**config.mk**
```make
export PLATFORM = sky130hd
export DESIGN_NAME = univ_serializer
export DESIGN_NICKNAME = d
export VERILOG_FILES = /design/src/rtl/univ_serializer.sv
export SDC_FILE = /design/constraint.sdc
export NUM_CORES = 1
export LEC_CHECK = 0
export CAP_MARGIN = 20
export CORE_MARGIN = 5
export CORE_UTILIZATION = 40
export CTS_CLUSTER_DIAMETER = 80
export DETAILED_ROUTE_END_ITERATION = 12
export PLACE_DENSITY_LB_ADDON = 0.2
export SYNTH_ARGS = -nofsm -noshare
export SYNTH_HDL_FRONTEND = slang
export SYNTH_SLANG_ARGS = --single-unit
```
**constraint.sdc**
```tcl
create_clock -name i_clk -period 2.1 [get_ports i_clk]
set_clock_uncertainty 0.05 [all_clocks]
set_input_delay 0.525 -clock i_clk [delete_from_list [all_inputs] [get_ports i_clk]]
set_output_delay 0.525 -clock i_clk [all_outputs]
set_load 0.01 [all_outputs]
```
**src/rtl/univ_serializer.sv**
```systemverilog
// univ_serializer: parallel-in, serial-out word transmitter.
// Accepts an N-bit word over valid/ready and emits it one bit per enabled
// cycle, MSB-first or LSB-first (chosen per word), with first/last strobes.
// Words can follow each other back-to-back with no idle cycle between them.
module univ_serializer #(
  parameter int N = 8
) (
  input  logic         i_clk,
  input  logic         i_rst,
  input  logic         i_valid,
  output logic         o_ready,
  input  logic [N-1:0] i_data,
  input  logic         i_msb_first,
  input  logic         i_shift_en,
  output logic         o_sdata,
  output logic         o_svalid,
  output logic         o_first,
  output logic         o_last,
  output logic         o_busy
);

  localparam int            CW   = (N > 1) ? $clog2(N) : 1;
  localparam logic [CW-1:0] LAST = CW'(N - 1);

  typedef enum logic {
    IDLE  = 1'b0,
    SHIFT = 1'b1
  } state_t;

  state_t        state, state_nxt;
  logic [N-1:0]  shreg, shreg_nxt;
  logic [CW-1:0] cnt, cnt_nxt;
  logic          dir, dir_nxt;
  logic          in_shift;
  logic          at_last;
  logic          accept;

  // State and datapath registers, cleared asynchronously so a reset abandons
  // any word in flight at once.
  // NOTE: sequential state uses non-blocking assignments so every register
  // samples the pre-edge values of the others; blocking here would chain them.
  always_ff @(posedge i_clk or posedge i_rst) begin
    if (i_rst) begin
      // NOTE: shreg is masked on o_sdata while IDLE, but clearing it keeps
      // the datapath free of X after reset at negligible cost.
      state <= IDLE;
      shreg <= '0;
      cnt   <= '0;
      dir   <= 1'b1;
    end else begin
      state <= state_nxt;
      shreg <= shreg_nxt;
      cnt   <= cnt_nxt;
      dir   <= dir_nxt;
    end
  end

  // Next-state, handshake and serial output decode.
  always_comb begin
    // NOTE: every signal written here gets a default first, so no path
    // through the case leaves one unassigned and no latch is inferred.
    state_nxt = state;
    shreg_nxt = shreg;
    cnt_nxt   = cnt;
    dir_nxt   = dir;

    in_shift = (state == SHIFT);
    at_last  = in_shift && (cnt == LAST);

    // Ready in IDLE, or in the last enabled bit slot so the next word can
    // load on the same edge the current one finishes. Forced low in reset.
    o_ready = !i_rst && (!in_shift || (at_last && i_shift_en));
    accept  = i_valid && o_ready;

    o_svalid = in_shift;
    o_busy   = in_shift;
    o_first  = in_shift && (cnt == '0);
    o_last   = at_last;
    o_sdata  = in_shift && (dir ? shreg[N-1] : shreg[0]);

    unique case (state)
      IDLE: begin
        // i_shift_en is irrelevant here; the first bit shows next cycle
        // regardless of it.
        if (accept) begin
          state_nxt = SHIFT;
          shreg_nxt = i_data;
          dir_nxt   = i_msb_first;
          cnt_nxt   = '0;
        end
      end
      SHIFT: begin
        if (i_shift_en) begin
          if (accept) begin
            // Back-to-back load wins over returning to IDLE.
            shreg_nxt = i_data;
            dir_nxt   = i_msb_first;
            cnt_nxt   = '0;
          end else if (at_last) begin
            state_nxt = IDLE;
          end else begin
            cnt_nxt   = cnt + CW'(1);
            shreg_nxt = dir ? (shreg << 1) : (shreg >> 1);
          end
        end
      end
      default: state_nxt = IDLE;
    endcase
  end

endmodule

```
* After elaboration in Yosys (flattened, before gate mapping) *
Index checks and enable logic that the tools add are counted.
Widths: inputs -> output; s select.

operators by class
  add/sub/neg operators = 1
  equality and inequality tests = 4
  mux-type cells = 20
  bitwise operators = 1
  reduce and logical (&&, ||, !) cells = 11

operators with widths
  cell                 number
  $mux 8               5
  $pmux 8 s2           1
  $mux 3               4
  $mux 1               7
  $logic_and 1x1->1    6
  $pmux 3 s2           1
  $ne 2x2->1 const B   2
  $pmux 1 s2           2
  $add 3x1->3 const B  1
  $eq 3x3->1 const B   1
  $logic_not 3->1      1
  $ne 3x2->1 const B   1
  $reduce_and 3->1     1
  $logic_not 1->1      2
  $logic_or 1x1->1     1
  $not 1->1            1

storage, ports and cells
  bits in registers = 13
  bits of input ports = 13
  output and inout bits = 6
  logic and storage cells = 41

* Longest topological paths before layout *
  depth after elaboration = 9
  mapped depth = 7
  mapped depth without buffers = 6

* Worst setup path after synthesis *
Ideal clock, no wire load.

  path kind = register to output
  start = register dir
  end = output port o_sdata
  data arrival time = 1.079 ns
  required time = 1.525 ns
  path slack = 0.446 ns
  cell stages (with the launch flop) = 4
  path buffers = 1
  path through = dfstp_2 clkbuf_1 mux2i_1 nor2_1

on the way
  word-level cells in the longest chain between the ends = 2

RTL lines
  element                 line  RTL
  start, declared         33    logic dir, dir_nxt;
  start signal, assigned  54    dir <= dir_nxt;
  $mux 1                  79    o_sdata = in_shift && (dir ? shreg[N-1] : shreg[0]);
  $logic_and 1x1->1       79
  end, declared           15    output logic o_sdata,

Every way passes these cells.

* Final worst setup path *
  start = register cnt[0]
  end = output port o_last

on the way
  word-level cells in the longest chain between the ends = 2

RTL lines
  element                 line  RTL
  start, declared         32    logic [CW-1:0] cnt, cnt_nxt;
  start signal, assigned  53    cnt <= cnt_nxt;
  $eq 3x3->1              68    at_last = in_shift && (cnt == LAST);
  $logic_and 1x1->1       68
  end, declared           18    output logic o_last,

Every way passes these cells.

==> impl_metrics.ini <==
[route]
drt_iter0_drc = 3
drc = 0
dr_total_vias = 599
route.antenna.remaining_nets = 0
post_drt_via_cell_ratio = 4.68
total_wire_length_um = 1480
drt-pass1-iter-count = 2
avgRoutedWirePerCell_um = 11.5

[synthesis]
yosys.area.top_type = dfrtp_1
synth_cells = 76
ys.warnings.count = 0
ys_seq_area_frac = 0.408
yosysUniqueCellTypes = 23
ys_top_cells_by_area = dfrtp_1 (38%), mux2_2 (11%), mux2i_1 (10%)
syn-cell-area_sq_um = 801
netlist.area_leader.share = 0.375
syn-mean-instance-area_sq_um = 10.5
ys_ff_latch = 13
synth_nets = 92

[cts]
clkSinkCount = 13
clock_latency_ns = 0.27
clk_transition_reported_paths_ns = 0.08
cts_tree = done
cts_inserted_buffers = 3
htreeDepth = 1
clock_path_buffers = 2
clock_root_cell = clkbuf_4

[status]
outcome = completed

[critical_path]
timing.setup.critical_path_class = reg2out
rr_startpoint = cnt[1]
r2r_setup_slack_ns = 0.46
reg2reg_to = cnt[0]
worst-path-max-fanout = 3
required_ns = 1.52
worst-r2r-cell-count = 5
critical_path_arrival_ns = 1.46
crit_path_end_kind = output pin
worstSetupStartpointType = flip-flop

[worst_hold_path]
timing.hold.worst.class = reg2reg
worst_hold_path.num_cells = 2
min-delay-start = shreg[6]
whs_endpoint = shreg[6]

[pwr]
cellPowerDensity_nw_per_um2 = 1120
total_power_mw = 1.21
power_leakage_nw = 0.480
vdd_drop_max_mv = 0.626

[sta]
hold_slack_ns = 0.455
grt_setup_unrepaired = false
setup_viol = 0
post-route-period-util = 0.970
postLayoutSetupSlackWorst_ns = 0.0620
setup_total_negative_slack_ns = 0
max_fclk_mhz = 491
slew_viol_final = 0
min_period_ns = 2.04
tightestPinTransition_ns = 0.501
slew_headroom = 0.666
finalHoldViolations = 0

[cells_and_area]
post-route-cell-area_sq_um = 1080
fin_cells = 128
layout-drive-gt1-share = 0.248
design.final.nets = 118
most-common-layout-cells = clkdlybuf4s50_1 (14), nand2_1 (11), dfrtp_1 (11)
num_antenna_cells = 0
layout_commonest_cell = clkdlybuf4s50_1
syn2layout_area_growth_pct = 34.4
final_core_util = 0.554

[place]
dp_cells = 123
gpl.final_weighted_congestion = 0.703
postPlaceCellArea_sq_um = 1040
port-buffer-count = 18
dp_slack_ns = -0.230
dp.final_hpwl_um = 1190

[global_routing]
grt_max_degree = 20
first_pass_grt_wire_length_um = 2510
globalRouteOverflowTotal = 0
grtUsageTotal = 0.124
vias_in_the_first_global_route = 554
antenna_found_initial = 0

[floorplan]
placementRows = 16
fp.coreArea_sq_um = 1940
initial_standard_cell_utilization_of_the_core = 0.412
die_x_um = 54.7
die_height_um = 54.7
die_area_sq_um = 3000
ports = 19

[job]
max_cap_viol_count = 0
[synth_stat cells]
cell type,number
clkbuf_1,1
nor2b_1,1
inv_1,4
o22ai_4,1
a22o_1,2
ha_1,3
and2_1,3
o21ai_1,8
o21ai_4,1
dfstp_2,1
nand2_1,11
a21oi_1,2
a2bb2oi_1,1
mux2i_1,8
buf_4,2
nand2b_4,1
mux2_2,8
nand3b_1,1
and2b_1,1
nand2_2,1
nor2_1,2
buf_6,1
dfrtp_1,12
[what timing repair did]
item,in CTS,in global routing
gates resized for setup,5,2
gates cloned,0,0
hold buffers,0,0
setup buffers,0,1
endpoints found under the setup margin,4,3
[metal layers]
metal / wire length [um] / share of wire / vias to the layer above / track usage
li1: - / - / 310 / -
met2: 702 / 0.48 / 10 / 0.179
met3: 52 / 0.035 / 4 / 0.0354
met4: 34 / 0.023 / 0 / 0.0871
met1: 687 / 0.47 / 275 / 0.158
met5: 0 / 0 / - / 0
[cells by family after synthesis]
family | synth area share
muxes | 0.213
and+or+nand+nor | 0.136
AOI/OAI and AO/OA | 0.141
adders and majority gates | 0.0469
DFF | 0.408
buffers and inverters | 0.0562
[where the power goes]
group / switching [mW] / total, mW / internal (mW)
registers: 0.0722 / 0.432 / 0.360
logic: 0.274 / 0.622 / 0.348
clock network: 0.0815 / 0.155 / 0.0736
[state kept, by name, summed over array words and instances (netlist names)]
register	flops
shreg	8
cnt	3
dir	1
o_busy	1
[critical path, cell delays in order (launching register included)]
cell,delay [ns]
dfrtp_1,0.38
ha_1,0.20
ha_2,0.19
and2_1,0.15
dlygate4sd2_1,0.27
[how the worst max path moves through the flow]
stage | depth (start not counted) | start | end | slack [ns]
floorplan | 3 | dir | o_sdata | 0.45
global placement | 4 | i_shift_en | o_ready | -0.22
detailed placement | 4 | i_shift_en | o_ready | -0.23
CTS | 4 | cnt[1] | o_last | 0.03
global route | 4 | cnt[0] | o_last | 0.004
finish | 4 | cnt[0] | o_last | 0.06
[final cells by class]
class	count	area (sq um)
fill	182	866
clock buffer	4	26.3
inverter	4	15.0
tap	27	33.8
multi-input combinational	55	432
timing repair buffer	25	241
sequential	13	328
No activity file was read; power rests on OpenSTA's default activity.
